$ cat config.mk
export PLATFORM = sky130hd
export DESIGN_NAME = down_counter_dec
export DESIGN_NICKNAME = d
export VERILOG_FILES = /design/src/rtl/dec_pkg.sv /design/src/rtl/down_counter_dec_decrementer.sv /design/src/rtl/down_counter_dec.sv
export SDC_FILE = /design/constraint.sdc
export NUM_CORES = 1
export LEC_CHECK = 0
export CAP_MARGIN = 20
export CORE_AREA = 3 3 40 42
export DETAILED_ROUTE_END_ITERATION = 10
export DIE_AREA = 0 0 43 45
export GPL_ROUTABILITY_DRIVEN = 0
export PLACE_DENSITY = 0.65
export SLEW_MARGIN = 0
export SYNTH_ARGS = -nofsm -noshare
export SYNTH_HDL_FRONTEND = slang
export SYNTH_HIERARCHICAL = 1
export SYNTH_SLANG_ARGS = --single-unit
$ cat constraint.sdc
create_clock -name clk -period 3.8 [get_ports clk]
set_clock_uncertainty 0.05 [all_clocks]
set_input_delay 1.14 -clock clk [delete_from_list [all_inputs] [get_ports clk]]
set_output_delay 1.14 -clock clk [all_outputs]
set_load 0.02 [all_outputs]
$ cat src/rtl/dec_pkg.sv
// Shared definitions for the down_counter_dec slice: FSM encodings,
// default counter width and the all-ones addend used by the decrementer.
package dec_pkg;

    localparam int DEF_WIDTH = 4;

    localparam logic [DEF_WIDTH-1:0] ALL_ONES = '1;

    typedef logic [1:0] state_t;

    localparam state_t ST_IDLE = 2'b00;
    localparam state_t ST_RUN  = 2'b01;
    localparam state_t ST_DONE = 2'b10;

endpackage

$ cat src/rtl/down_counter_dec_decrementer.sv
// Combinational WIDTH-bit ripple decrementer: x + all-ones through a chain
// of full-adder cells, the subtract-one twin of the incrementer datapath.
module decrementer
    import dec_pkg::*;
#(
    parameter int WIDTH = DEF_WIDTH
) (
    input  logic [WIDTH-1:0] x,
    output logic [WIDTH-1:0] d,
    output logic             bo
);

    localparam logic [WIDTH-1:0] ADDEND = {WIDTH{ALL_ONES[0]}};

    logic [WIDTH:0] c;

    assign c[0] = 1'b0;

    for (genvar i = 0; i < WIDTH; i++) begin : g_fa
        assign d[i]   = x[i] ^ ADDEND[i] ^ c[i];
        assign c[i+1] = (x[i] & ADDEND[i]) | (c[i] & (x[i] ^ ADDEND[i]));
    end

    // Adding all-ones carries out for every x except 0, so the borrow is
    // the inverted final carry.
    assign bo = ~c[WIDTH];

endmodule

$ cat src/rtl/down_counter_dec.sv
// Loadable, enable-gated down-counter with IDLE/RUN/DONE control.
// Define DOWN_COUNTER_WRAP_EN for free-running wrap mode with a borrow pulse.
module down_counter_dec
    import dec_pkg::*;
#(
    parameter int WIDTH = DEF_WIDTH
) (
    input  logic             clk,
    input  logic             rst_n,
    input  logic             load,
    input  logic [WIDTH-1:0] load_val,
    input  logic             en,
    output logic [WIDTH-1:0] count,
    output logic             busy,
    output logic             done,
    output logic             zero,
    output logic             borrow
);

    localparam logic [WIDTH-1:0] ONE = WIDTH'(1);

    state_t           state;
    state_t           state_nxt;
    logic [WIDTH-1:0] count_nxt;
    logic [WIDTH-1:0] dec_d;
    logic             dec_bo;

`ifdef DOWN_COUNTER_WRAP_EN
    logic done_q;
    logic done_nxt;
    logic borrow_q;
    logic borrow_nxt;
`endif

    decrementer #(
        .WIDTH (WIDTH)
    ) u_dec (
        .x  (count),
        .d  (dec_d),
        .bo (dec_bo)
    );

    always_comb begin
        // NOTE: every output of this block gets a default first so no path
        // leaves it unassigned, which would otherwise infer a latch.
        state_nxt = state;
        count_nxt = count;
`ifdef DOWN_COUNTER_WRAP_EN
        done_nxt   = 1'b0;
        borrow_nxt = 1'b0;
`endif
        if (load) begin
            count_nxt = load_val;
`ifdef DOWN_COUNTER_WRAP_EN
            state_nxt = (load_val == '0) ? ST_IDLE : ST_RUN;
`else
            state_nxt = (load_val == '0) ? ST_DONE : ST_RUN;
`endif
        end else begin
            case (state)
                ST_IDLE: begin
                    state_nxt = ST_IDLE;
                end
                ST_RUN: begin
                    if (en) begin
`ifdef DOWN_COUNTER_WRAP_EN
                        count_nxt  = dec_d;
                        borrow_nxt = dec_bo;
                        done_nxt   = (count == ONE);
`else
                        // Never step through zero outside wrap mode.
                        if (!dec_bo) begin
                            count_nxt = dec_d;
                        end
                        if (count == ONE) begin
                            state_nxt = ST_DONE;
                        end
`endif
                    end
                end
`ifdef DOWN_COUNTER_WRAP_EN
                // DONE does not exist in wrap mode; treat it as illegal.
                default: begin
                    state_nxt = ST_IDLE;
                end
`else
                ST_DONE: begin
                    state_nxt = ST_DONE;
                end
                default: begin
                    state_nxt = ST_IDLE;
                end
`endif
            endcase
        end
    end

    always_ff @(posedge clk or negedge rst_n) begin
        // NOTE: state registers use non-blocking assignments so every flop
        // samples pre-edge values regardless of statement order.
        if (!rst_n) begin
            state <= ST_IDLE;
            count <= '0;
`ifdef DOWN_COUNTER_WRAP_EN
            done_q   <= 1'b0;
            borrow_q <= 1'b0;
`endif
        end else begin
            state <= state_nxt;
            count <= count_nxt;
`ifdef DOWN_COUNTER_WRAP_EN
            done_q   <= done_nxt;
            borrow_q <= borrow_nxt;
`endif
        end
    end

    assign busy = (state == ST_RUN);
    assign zero = (count == '0);

`ifdef DOWN_COUNTER_WRAP_EN
    assign done   = done_q;
    assign borrow = borrow_q;
`else
    assign done   = (state == ST_DONE);
    assign borrow = 1'b0;
`endif

endmodule
# After elaboration in Yosys (flattened, before gate mapping)
# Index checks and enable logic that the tools add are counted.
# word_totals
ff_bits	6
input_bits	8
output_inout_bits	8
word_cells	36
# op_classes
n_eq_ne	5
muxes	9
bitwise	13
reduce_logical	7
# op_table
cell	n
2-to-1 mux 4 bit	4
zero test 4 bit	2
2-to-1 mux 2 bit	4
nonzero test 2 bit	3
equality test 4 x 1 -> 1 bit (second input constant)	1
inverter 1 bit	4
one-hot mux 2 bit (2 select lines)	1
bitwise AND 1 bit	3
inequality test 3 x 2 -> 1 bit (second input constant)	1
inequality test 3 bit (second input constant)	1
bitwise OR 1 bit	3
AND reduction 3 bit	1
bitwise XOR 1 bit	3
equality test 2 x 1 -> 1 bit (second input constant)	1
equality test 2 bit (second input constant)	1
AND reduction 2 bit	1

# Longest topological paths before layout
# logic_depth
depth_word	11
mapped_depth	7
depth_no_buf	7

# Cells and area by module
# Netlist, hierarchy kept.
# by_module_without_submodules
module	instances	cells_each	area_each_um2	seq_area_each_um2
down_counter_dec	1	41	410.4	150.1
decrementer	1	10	63.8	0.0

# Least setup slack after synthesis
# No wires, ideal clock.
# synth_path
kind	register -> output
start	register count[1]
end	output port zero
arrival_time_ps	1220
required_time_ps	2610
slack_ps	1390
stages_incl_launch_ff	2
n_path_buf	0
cell_sequence	dfrtp_1 > nor4_1
# synth_between
elab_chain_len	1
# synth_lines
element	line	source
from (decl)	down_counter_dec.sv:13	output logic [WIDTH-1:0] count,
from (signal assigned)	down_counter_dec.sv:110	count <= count_nxt;
zero test 4 bit	down_counter_dec.sv:119	assign zero = (count == '0);
to (decl)	down_counter_dec.sv:16	output logic zero,
# Every way passes these cells.

# Worst setup path in the final report
# Same ends and word-level chain as after synthesis.

==> summary.txt <==
Die
  – Io pins: 16
  – Die area: 0.00194 sq mm
  – Core area: 0.00128 sq mm
  – Die X: 43 um
  – Initial Util: 36.9%
  – Rows: 13
  – Die height: 45 um

Clock network
  – Clk sinks: 6
  – Deepest clock path buffer count: 2
  – TritonCTS clock tree: built
  – Post-CTS setup repair buffer count: 0
  – Root Driver: clkbuf_4
  – Worst-Skew Late Latency: 0.24 ns
  – PostCTS Resize Cnt: 0
  – Inserted Clock Buffers: 3
  – CTS H-tree depth: 1
  – CTS Hold Bufs: 0
  – Clock transition at path regs: around 0.040 ns

STA
  – Setup TNS: 0 ns
  – Setup Viol. Count Final: 0
  – Worst Setup Slack, final: a little under 1 ns
  – Min Tclk post-route: 2.83 ns
  – Fmax: between 300 and 400 MHz
  – Final Hold Vio Count: 0
  – Slew Limit Fails: 0
  – Unrepaired setup endpoints after global routing: no
  – Period utilization: about three quarters

Logic synthesis
  – Yosys warnings: 6
  – Syn avg cell area: 9.30 sq um
  – Synth cell types: 19
  – Post-synth top cells: 12 x inv_1, 6 x dfrtp_1, 6 x ha_1
  – Syn Std Cell Area: between 400 and 500 sq um
  – Dominant synthesized flop cell: dfrtp_1
  – Ranking of synthesized cells by area: dfrtp_1 32%, ha_1 16%, inv_1 9.5%
  – Post-synth net total: 65
  – FF+latch count, synth: 6
  – Async S/R FF share, synth: 100%
  – Yosys top cell area share: 31.7%
  – Syn Inst Count: 51
  – Top-count cell post-synth: inv_1
  – Post-synth EDFFs: 0
  – Dominant cell type by area after synthesis: dfrtp_1
  – Register area share after synthesis: a little under a third

Global route
  – Total congestion overflow: 0
  – Initial antenna violation count: 0
  – Pin count of the biggest net entering global routing: 14
  – First-pass GRT wire length: 1570 um
  – Vias in the first global route: 372
  – Total track usage: 11.2%

Route
  – Drt drc: 0
  – DR pass1 iterations: 4
  – WL/cell: 10.6 um
  – Via density per instance: 4.72
  – Final wirelength: 860 um
  – DR vias: 382
  – Starting DRT DRC Count: 5
  – Post-route ant nets: 0

Placement
  – PortBufs: 14
  – Placed cells: ~80
  – Setup WS pre-CTS: 1.21 ns
  – Dpl hpwl: 766 um

Finish
  – Fin util: 50.1%
  – Post-Layout Cell Count: 81
  – Layout area overhead: 35.9%
  – NumNets Final: 82
  – Diodes inserted: 0
  – Layout cells sized above 1: 9.09%

Setup path
  – WS Path Type: reg -> out
  – CP endpoint kind: output port
  – Startpoint types: flip-flop
  – Worst Path Max Fanout: 5
  – Crit path required time: roughly 2.6 ns
  – R2R depth: 7
  – Reg2reg setup slack: 1.99 ns
  – Crit path from: count[1]$_DFFE_PN0P_
  – Crit path DAT: 1.64 ns
  – Reg-to-reg startpoint: count[0]$_DFFE_PN0P_
  – Worst Setup EP: zero
  – RR Endpoint: count[0]$_DFFE_PN0P_

Power and ir drop
  – Worst vdd ir: 0.000212 V
  – PwrDens: 358 mW/mm^2
  – Leak: 0.320 nW

Flow run
  – Max-Cap Viols: 0

Status
  – Status: completed

Worst hold path
  – Worst min path class: reg -> reg
## stage by stage
step	hold slack (ns)	cell area [sq um]	power, mW
global placement	0.551	622	0.177
CTS	0.573	644	0.236
floorplan	0.511	474	0.141
global route	0.615	644	0.251
detailed placement	0.563	622	0.178
finish	0.563	644	0.231
## cell families after synthesis
group                      Yosys count  share of synthesized area (%)
DFF                                  6                           31.7
buffers and inverters               14                           11.9
AOI/OAI and AO/OA                    9                           16.1
other                                1                          0.791
adders and majority gates            6                           15.8
muxes                                4                           8.44
and+or+nand+nor                     11                           15.3
## sequential cells by signal, summed over array words and instances (netlist names)
| signal | cells |
|---|---|
| count | 4 |
| state | 2 |
## routing by layer
| metal | GRT usage, % | share of wire [%] |
|---|---|---|
| met3 | 3.59 | 5.1 |
| met1 | 14.8 | 47 |
| met2 | 16.5 | 47 |
| met4 | 5.42 | 1.0 |
| met5 | 0 | 0 |
## worst min path at each step
stage	startpoint	endpoint	slack, ns	depth (start not counted)
after floorplan	state[1]$_DFFE_PN0P_	state[1]$_DFFE_PN0P_	0.51	2
after global placement	state[1]$_DFFE_PN0P_	state[1]$_DFFE_PN0P_	0.55	2
after detailed placement	state[0]$_DFFE_PN0P_	state[0]$_DFFE_PN0P_	0.56	2
after CTS	state[0]$_DFFE_PN0P_	state[0]$_DFFE_PN0P_	0.57	2
after global routing	state[0]$_DFFE_PN0P_	state[0]$_DFFE_PN0P_	0.61	2
final	state[0]$_DFFE_PN0P_	state[0]$_DFFE_PN0P_	0.56	2
## cell type report
| cell class | count | area [sq um] |
|---|---|---|
| Sequential cell | 6 | 150 |
| Inverter | 12 | 45.0 |
| Multi-Input combinational cell | 31 | 268 |
| Tap cell | 15 | 18.8 |
| Clock buffer | 3 | 22.5 |
| Fill cell | 124 | 641 |
| Timing Repair Buffer | 14 | 140 |
## worst max-delay path: stages (launching register included)
cell and delay, ns:
dfrtp_1 0.41, nor4_1 0.33, clkdlybuf4s50_1 0.66
## placed cells by master (no fill, tap or decap), drive strengths merged
master	n
clkdlybuf4s50	14
nand3b	1
inv	12
ha	6
a31oi	1
a2111oi	1
o41ai	2
and4	1
o21ai	5
nor4	1
nor3	1
dfrtp	6
nand2	4
mux2i	4
nor3b	1
conb	1
or4b	1
clkbuf	3
nor2b	1
## where the power goes
group,internal (mW),switching [mW]
clock,0.0355,0.0194
sequential,0.0724,0.00864
combinational,0.0462,0.0484
total,0.154,0.0765
No activity file was read; power rests on OpenSTA's default activity.
